<file path="config.mk">
export PLATFORM = sky130hd
export DESIGN_NAME = mantissa_normalizer
export DESIGN_NICKNAME = d
export VERILOG_FILES = /design/src/rtl/fp_pkg.sv /design/src/rtl/norm_shift_stage.sv /design/src/rtl/mantissa_normalizer.sv
export SDC_FILE = /design/constraint.sdc
export NUM_CORES = 1
export LEC_CHECK = 0
export ABC_AREA = 1
export CAP_MARGIN = 20
export CORE_UTILIZATION = 50
export DETAILED_ROUTE_END_ITERATION = 12
export GPL_TIMING_DRIVEN = 0
export PLACE_DENSITY = 0.78
export SYNTH_ARGS = -nofsm -noshare
export SYNTH_HDL_FRONTEND = slang
export SYNTH_SLANG_ARGS = --single-unit
</file>
<file path="constraint.sdc">
create_clock -name clock -period 3.7 [get_ports clock]
set_input_delay 0.37 -clock clock [delete_from_list [all_inputs] [get_ports clock]]
set_output_delay 0.37 -clock clock [all_outputs]
set_load 0.1 [all_outputs]
</file>
<file path="src/rtl/fp_pkg.sv">
// Shared widths and the item record carried through the normalizer pipeline.
package fp_pkg;

  localparam int MANT_W = 24;
  localparam int EXP_W  = 8;
  localparam int IDX_W  = $clog2(32);
  localparam int LO_W   = 3;

  typedef struct packed {
    logic [MANT_W-1:0] mant;
    logic [EXP_W-1:0]  exp;
    logic [LO_W-1:0]   shift_lo;
    logic              zero;
    logic              denorm;
  } norm_item_t;

endpackage

</file>
<file path="src/rtl/norm_shift_stage.sv">
// One valid/ready pipeline register that left-shifts the mantissa by in_amt * SHIFT_SCALE on load.
module norm_shift_stage
  import fp_pkg::*;
#(
  parameter int SHIFT_SCALE = 1
) (
  input  logic             clock,
  input  logic             reset,
  input  logic             in_valid,
  output logic             in_ready,
  input  norm_item_t       in_item,
  input  logic [LO_W-1:0]  in_amt,
  output logic             out_valid,
  input  logic             out_ready,
  output norm_item_t       out_item
);

  logic       valid_reg;
  norm_item_t item_reg;
  norm_item_t item_next;
  logic       advance;

  // Empty stage, or the occupant leaves this cycle: either way we can load.
  assign advance  = ~valid_reg | out_ready;
  assign in_ready = advance;

  always_comb begin
    item_next      = in_item;
    item_next.mant = in_item.mant << (32'(in_amt) * SHIFT_SCALE);
  end

  always_ff @(posedge clock) begin
    if (reset) begin
      valid_reg <= 1'b0;
      item_reg  <= '0;
    end else if (advance) begin
      valid_reg <= in_valid;
      if (in_valid) begin
        item_reg <= item_next;
      end
    end
  end

  assign out_valid = valid_reg;
  assign out_item  = item_reg;

endmodule

</file>
<file path="src/rtl/mantissa_normalizer.sv">
// Normalizes a post-add mantissa using the FFO leading-one index: coarse byte shift, then fine bit shift.
module mantissa_normalizer
  import fp_pkg::*;
(
  input  logic              clock,
  input  logic              reset,
  input  logic              in_valid,
  output logic              in_ready,
  input  logic [MANT_W-1:0] in_mant,
  input  logic [EXP_W-1:0]  in_exp,
  input  logic [IDX_W-1:0]  in_idx,
  input  logic              in_idx_valid,
  output logic              out_valid,
  input  logic              out_ready,
  output logic [MANT_W-1:0] out_mant,
  output logic [EXP_W-1:0]  out_exp,
  output logic              out_zero,
  output logic              out_denorm
);

  logic [IDX_W-1:0] shift;
  logic [IDX_W-1:0] shift_eff;
  logic             shift_ge_exp;
  logic [LO_W-1:0]  a_amt;
  norm_item_t       a_in;
  norm_item_t       a_item;
  norm_item_t       b_item;
  logic             a_valid;
  logic             b_ready;
  logic             unused_shift_lo;

  always_comb begin
    shift = '0;
    if (in_idx < IDX_W'(MANT_W)) begin
      shift = IDX_W'(MANT_W - 1) - in_idx;
    end
    shift_ge_exp = {{(EXP_W - IDX_W){1'b0}}, shift} >= in_exp;
    // When clamping, in_exp <= shift <= MANT_W-1, so it fits the shift width.
    shift_eff = shift_ge_exp ? in_exp[IDX_W-1:0] : shift;

    a_in = '0;
    if (in_idx_valid) begin
      a_in.mant     = in_mant;
      a_in.exp      = in_exp - EXP_W'(shift_eff);
      a_in.shift_lo = shift_eff[2:0];
      a_in.denorm   = shift_ge_exp;
    end else begin
      a_in.zero = 1'b1;
    end
    a_amt = {1'b0, shift_eff[4:3]};
  end

  always_ff @(posedge clock) begin
    if (!reset && in_valid && in_idx_valid) begin
      assert (in_idx < IDX_W'(MANT_W));
    end
  end

  norm_shift_stage #(.SHIFT_SCALE(8)) stage_a (
    .clock     (clock),
    .reset     (reset),
    .in_valid  (in_valid),
    .in_ready  (in_ready),
    .in_item   (a_in),
    .in_amt    (a_amt),
    .out_valid (a_valid),
    .out_ready (b_ready),
    .out_item  (a_item)
  );

  norm_shift_stage #(.SHIFT_SCALE(1)) stage_b (
    .clock     (clock),
    .reset     (reset),
    .in_valid  (a_valid),
    .in_ready  (b_ready),
    .in_item   (a_item),
    .in_amt    (a_item.shift_lo),
    .out_valid (out_valid),
    .out_ready (out_ready),
    .out_item  (b_item)
  );

  assign out_mant        = b_item.mant;
  assign out_exp         = b_item.exp;
  assign out_zero        = b_item.zero;
  assign out_denorm      = b_item.denorm;
  // The fine shift amount has been consumed by the time it reaches the output stage.
  assign unused_shift_lo = ^b_item.shift_lo;

endmodule
</file>
* Word-level counts from Yosys, hierarchy flattened *
Index checks and enable logic that the tools add are counted.

operators by class
  shifts and indexed selects = 2
  muxes and demuxes = 5
  $add $sub $neg = 2
  bitwise logic cells = 4
  order comparisons = 2
  reduce and logical (&&, ||, !) cells = 2

operator list
  kind                                               count
  35-bit 2-to-1 mux                                  1
  24-bit by 3-bit << shifter with 24-bit output      1
  24-bit by 5-bit << shifter with 24-bit output      1
  5-bit 2-to-1 mux                                   2
  5-bit by 8-bit >= comparator with 1-bit output     1
  8-bit by 5-bit subtractor with 8-bit output        1
  5-bit less-than comparator, second input constant  1
  5-bit subtractor, first input constant             1
  2-bit AND reduction                                2
  1-bit 2-to-1 mux                                   2
  1-bit inverter                                     2
  1-bit bitwise OR                                   2

word-level totals
  flip-flop bits (word level) = 73
  output and inout port bits = 36
  input bits = 42

* Depth between registers and ports, before layout *
  depth after elaboration = 7
  mapped depth = 26

* Modules after synthesis *
Synthesis repeated with hierarchy kept, for this count alone.

second synthesis, totals
  cell total of the unflattened synthesis = 757
  area, all modules = 4,740.8 µm²

modules (own cells, without submodules)
  module                       cells an instance  times used  area each (µm²)
  norm_shift_stage at stage_b  335                1           2,197.1
  norm_shift_stage at stage_a  263                1           1,744.2
  mantissa_normalizer          159                1           799.5

* Worst setup path before layout *
OpenSTA, ideal clock, no wires.

  path type = register to register
  start point = reg stage_b.valid_reg (netlist: stage_b.out_valid)
  end point = reg stage_a.item_reg, in the netlist stage_a.out_item[1]
  period minus slack after synthesis = 3,321 ps
  setup time = 135 ps
  path slack = 379 ps
  stages on the path, launching flop included = 8
  required time = 3,565 ps
  path buffers = 2
  arrival = 3,186 ps
  cell sequence = dfxtp_1 > nand3_1 > nand2_1 > clkbuf_1 > inv_1 > buf_2 > o21ai_0 > nor2_1

on the way
  longest elaborated chain between the ends = 4

ends and longest elaborated chain
  element                               line                      source
  start, declared                       norm_shift_stage.sv:18    logic valid_reg;
  start signal, assigned                norm_shift_stage.sv:37    valid_reg <= in_valid;
  1-bit inverter                        norm_shift_stage.sv:24    assign advance = ~valid_reg | out_ready;
  1-bit bitwise OR (2 in a row)         norm_shift_stage.sv:24
  via in_ready                          mantissa_normalizer.sv:8  output logic in_ready,
  2-bit AND reduction (no source line)  -
  end signal, assigned                  norm_shift_stage.sv:39    item_reg <= item_next;
  end, declared                         norm_shift_stage.sv:19    norm_item_t item_reg;

The timed path passes the listed nets, and every way through them passes these cells.
A chain may end at the register's enable or synchronous reset.

* Worst setup path in the final report *
  start point = in in_idx[4]
  end point = reg stage_a.item_reg, in the netlist stage_a.out_item[11]

on the way
  longest elaborated chain between the ends = 6
  elaborated cells between the ends (all ways) = 7
  classes of those cells = add/sub (2); order compare (2); mux (3)

ends and longest elaborated chain
  element                                                                line                                                  source
  start, declared                                                        mantissa_normalizer.sv:11                             input logic [IDX_W-1:0] in_idx,
  5-bit subtractor / 5-bit less-than comparator (equally long branches)  mantissa_normalizer.sv:35, mantissa_normalizer.sv:34
  5-bit 2-to-1 mux *                                                     mantissa_normalizer.sv:34                             if (in_idx < IDX_W'(MANT_W)) begin
  5-bit by 8-bit >= comparator with 1-bit output                         mantissa_normalizer.sv:37                             shift_ge_exp = {{(EXP_W - IDX_W){1'b0}}, shift} >= in_exp;
  5-bit 2-to-1 mux *                                                     mantissa_normalizer.sv:39                             shift_eff = shift_ge_exp ? in_exp[IDX_W-1:0] : shift;
  8-bit by 5-bit subtractor with 8-bit output *                          mantissa_normalizer.sv:44                             a_in.exp = in_exp - EXP_W'(shift_eff);
  35-bit 2-to-1 mux *                                                    mantissa_normalizer.sv:42                             if (in_idx_valid) begin

Every way passes the cells marked *; elsewhere a longest branch is shown, timed or not.

==> results_dict.tcl <==
set metrics [dict create \
    synth_top_area_share 0.3497 \
    crit_type "in -> reg" \
    grtUsageTotal 0.2634 \
    synth.distinct_cells 41 \
    netlist_area_mm2 0.004179 \
    p_leak_nw 2.262 \
    hold_viol 0 \
    clk_path_buf_depth 2 \
    design_area_mm2 0.005299 \
    start_util 0.5298 \
    power_density_mw_per_mm2 388.8 \
    fin_skew_ns 0.006137 \
    final_net_count 753 \
    ys.flop_type "dfxtp_1" \
    syn-num-nets 667 \
    dpl_cell_area_mm2 0.005057 \
    cts.root.buffer_cell "clkbuf_8" \
    cp_max_fo 13 \
    period_share 0.8933 \
    grt_first_pass_wirelength_um 18360 \
    finalSetupViolations 0 \
    fmax_ghz 0.3026 \
    relSlewSlack 0.3412 \
    die_area_mm2 0.008727 \
    drc_errors 0 \
    grt_pass1_vias 4022 \
    cts_tree "done" \
    grt_overflow 0 \
    finalMaxSlewViolations 0 \
    place_inst 792 \
    ys_seq_area_frac 0.3497 \
    hold_path_class "in -> reg" \
    synth_edf_count 0 \
    maxCapViolations 0 \
    ant_nets 0 \
    path_clk_slew_ns 0.08 \
    outcome "finished clean" \
    synth_common_cells "149 x nand2_1, 73 x dfxtp_1, 62 x inv_1" \
    cp.arrival_ns 3.59 \
    synth_warnings 0 \
    vias_per_cell 5.339 \
    tightest_slew_ns 0.9852 \
    numPortBuffers 75 \
    fin_cells 808 \
    holdBufCountCts 0 \
    routed_wl_um 10940 \
    post_drt_wl_per_cell_um 13.54 \
    period_minus_slack_ns 3.305 \
    die-width_um 93.42 \
    synthTopCellsByArea "dfxtp_1 35%, nand2_1 13%, o21ai_0 7.2%" \
    critPathLaunchType "input pin" \
    clkLatencyLatePin_ns 0.35 \
    cp-end-kind "flop" \
    synth-async-reset-ratio 0 \
    cts_sinks 73 \
    peakVddDrop_mv 0.1625 \
    gp_congestion 0.8999 \
    htree_levels 3 \
    first_pass_iters 5 \
    cts_buffers 9 \
    fp.dieH_um 93.42 \
    crit_required_ns 3.98 \
    setup_tns_ns 0 \
    yosysTopAreaCell "dfxtp_1" \
    syn_to_final_growth_pct 26.80 \
    syn_inst 615 \
    rows 32 \
    avgSynthCellArea_um2 6.795 \
    ys_ff_latch 73 \
    drive_gt1_frac 0.07649 \
    io_pins 78 \
    first_iter_violations 230 \
    antenna_cells 0 \
    grt_max_degree 14 \
    core_region_area_mm2 0.007888 \
    antenna_found_initial 0 \
    synth_most_common_cell "nand2_1" \
    dpl.hpwl_um 8595 \
    vias 4314 \
]
logic make-up (layout without fill, tap and decap cells):
family / count (synthesis) / in the layout / share of synthesized area
AO/OA/AOI/OAI: 147 / 147 / 0.2195
adder cells (fa/ha/maj): 10 / 10 / 0.03174
buffers and inverters: 106 / 197 / 0.1036
flip-flops: 73 / 73 / 0.3497
multiplexers: 5 / 5 / 0.01198
AND/OR/NAND/NOR: 274 / 274 / 0.2835
registers in the layout, indices dropped and copies added (netlist names):
name               cells
stage_b.out_item      34
stage_a.out_valid      1
stage_a.out_item      37
stage_b.out_valid      1
final cells by class:
cell class,instances,area (µm²)
clock buffers,11,151.4
clock inverters,5,85.08
well taps,102,127.6
fillers,702,2589
flip-flops and latches,73,1461
inverters,68,255.2
plain buffers,37,166.4
multi-input cells,436,2293
repair buffers,76,758.2
cell usage in the layout (no fill, tap or decap), drive strengths merged, types with 12 or more instances in the layout:
cell / n
a21oi: 42
buf: 12
clkbuf: 37
clkdlybuf4s50: 75
dfxtp: 73
inv: 67
nand2: 154
nand3: 50
nor2: 55
o21ai: 63
o2bb2ai: 14
layer usage:
| layer | global-route usage | wire length, µm |
|---|---|---|
| met1 | 0.3461 | 5082 |
| met2 | 0.4449 | 5081 |
| met3 | 0.03415 | 575 |
| met4 | 0.08718 | 199 |
| met5 | 0 | 0 |
metrics by stage:
stage | power (mW) | utilization | setup WS [ns] | hold WS [ns]
after floorplan | 1.198 | - | 0.3794 | 0.4297
after global placement | 1.331 | 0.6412 | -0.04748 | 0.4427
after detailed placement | 1.340 | 0.6412 | -0.1350 | 0.4508
after CTS | 2.057 | 0.6712 | 0.2229 | 0.3408
after global routing | 2.137 | 0.6718 | -0.006241 | 0.4038
final | 2.060 | 0.6718 | 0.3949 | 0.3512
final timing paths:
kind / from / end / slack (ns) / cells past startpoint
max: in_idx[4] / stage_a.out_item[11]$_SDFFE_PP0P_ / 0.39 / 24
min: reset / stage_a.out_valid$_SDFFE_PP0N_ / 0.35 / 2
max reg2reg: stage_b.out_valid$_SDFFE_PP0P_ / stage_b.out_item[32]$_SDFFE_PP0P_ / 1.59 / 8
min reg2reg: stage_a.out_item[6]$_SDFFE_PP0P_ / stage_b.out_item[6]$_SDFFE_PP0P_ / 0.46 / 2
worst max-delay path, cell delays in order:
cell,delay [ns]
clkdlybuf4s50_1,0.43
nand2_1,0.08
inv_1,0.05
or2_2,0.29
ha_1,0.28
inv_1,0.05
nand2_1,0.04
nand2_1,0.05
nand2_1,0.05
nand2_1,0.07
nand2_2,0.07
nand2_4,0.09
nand2_4,0.13
nand2_1,0.10
o21ai_2,0.08
ha_2,0.19
fa_1,0.35
inv_1,0.09
a21oi_1,0.08
nand2_1,0.09
nand4_1,0.13
nand3_1,0.12
nand3_1,0.12
a21oi_1,0.18
power by group:
part	total [mW]	internal [mW]	leakage [nW]	switching [mW]
Sequential	0.844	0.822	0.595	0.0226
Clock	0.730	0.421	0.117	0.309
Combinational	0.485	0.161	1.55	0.324
Total	2.06	1.40	2.26	0.656
timing repair:
item,CTS,global route
setup endpoints to repair,0,4
resized for setup,0,6
setup buffers,0,1
(Power assumes the default switching activity.)
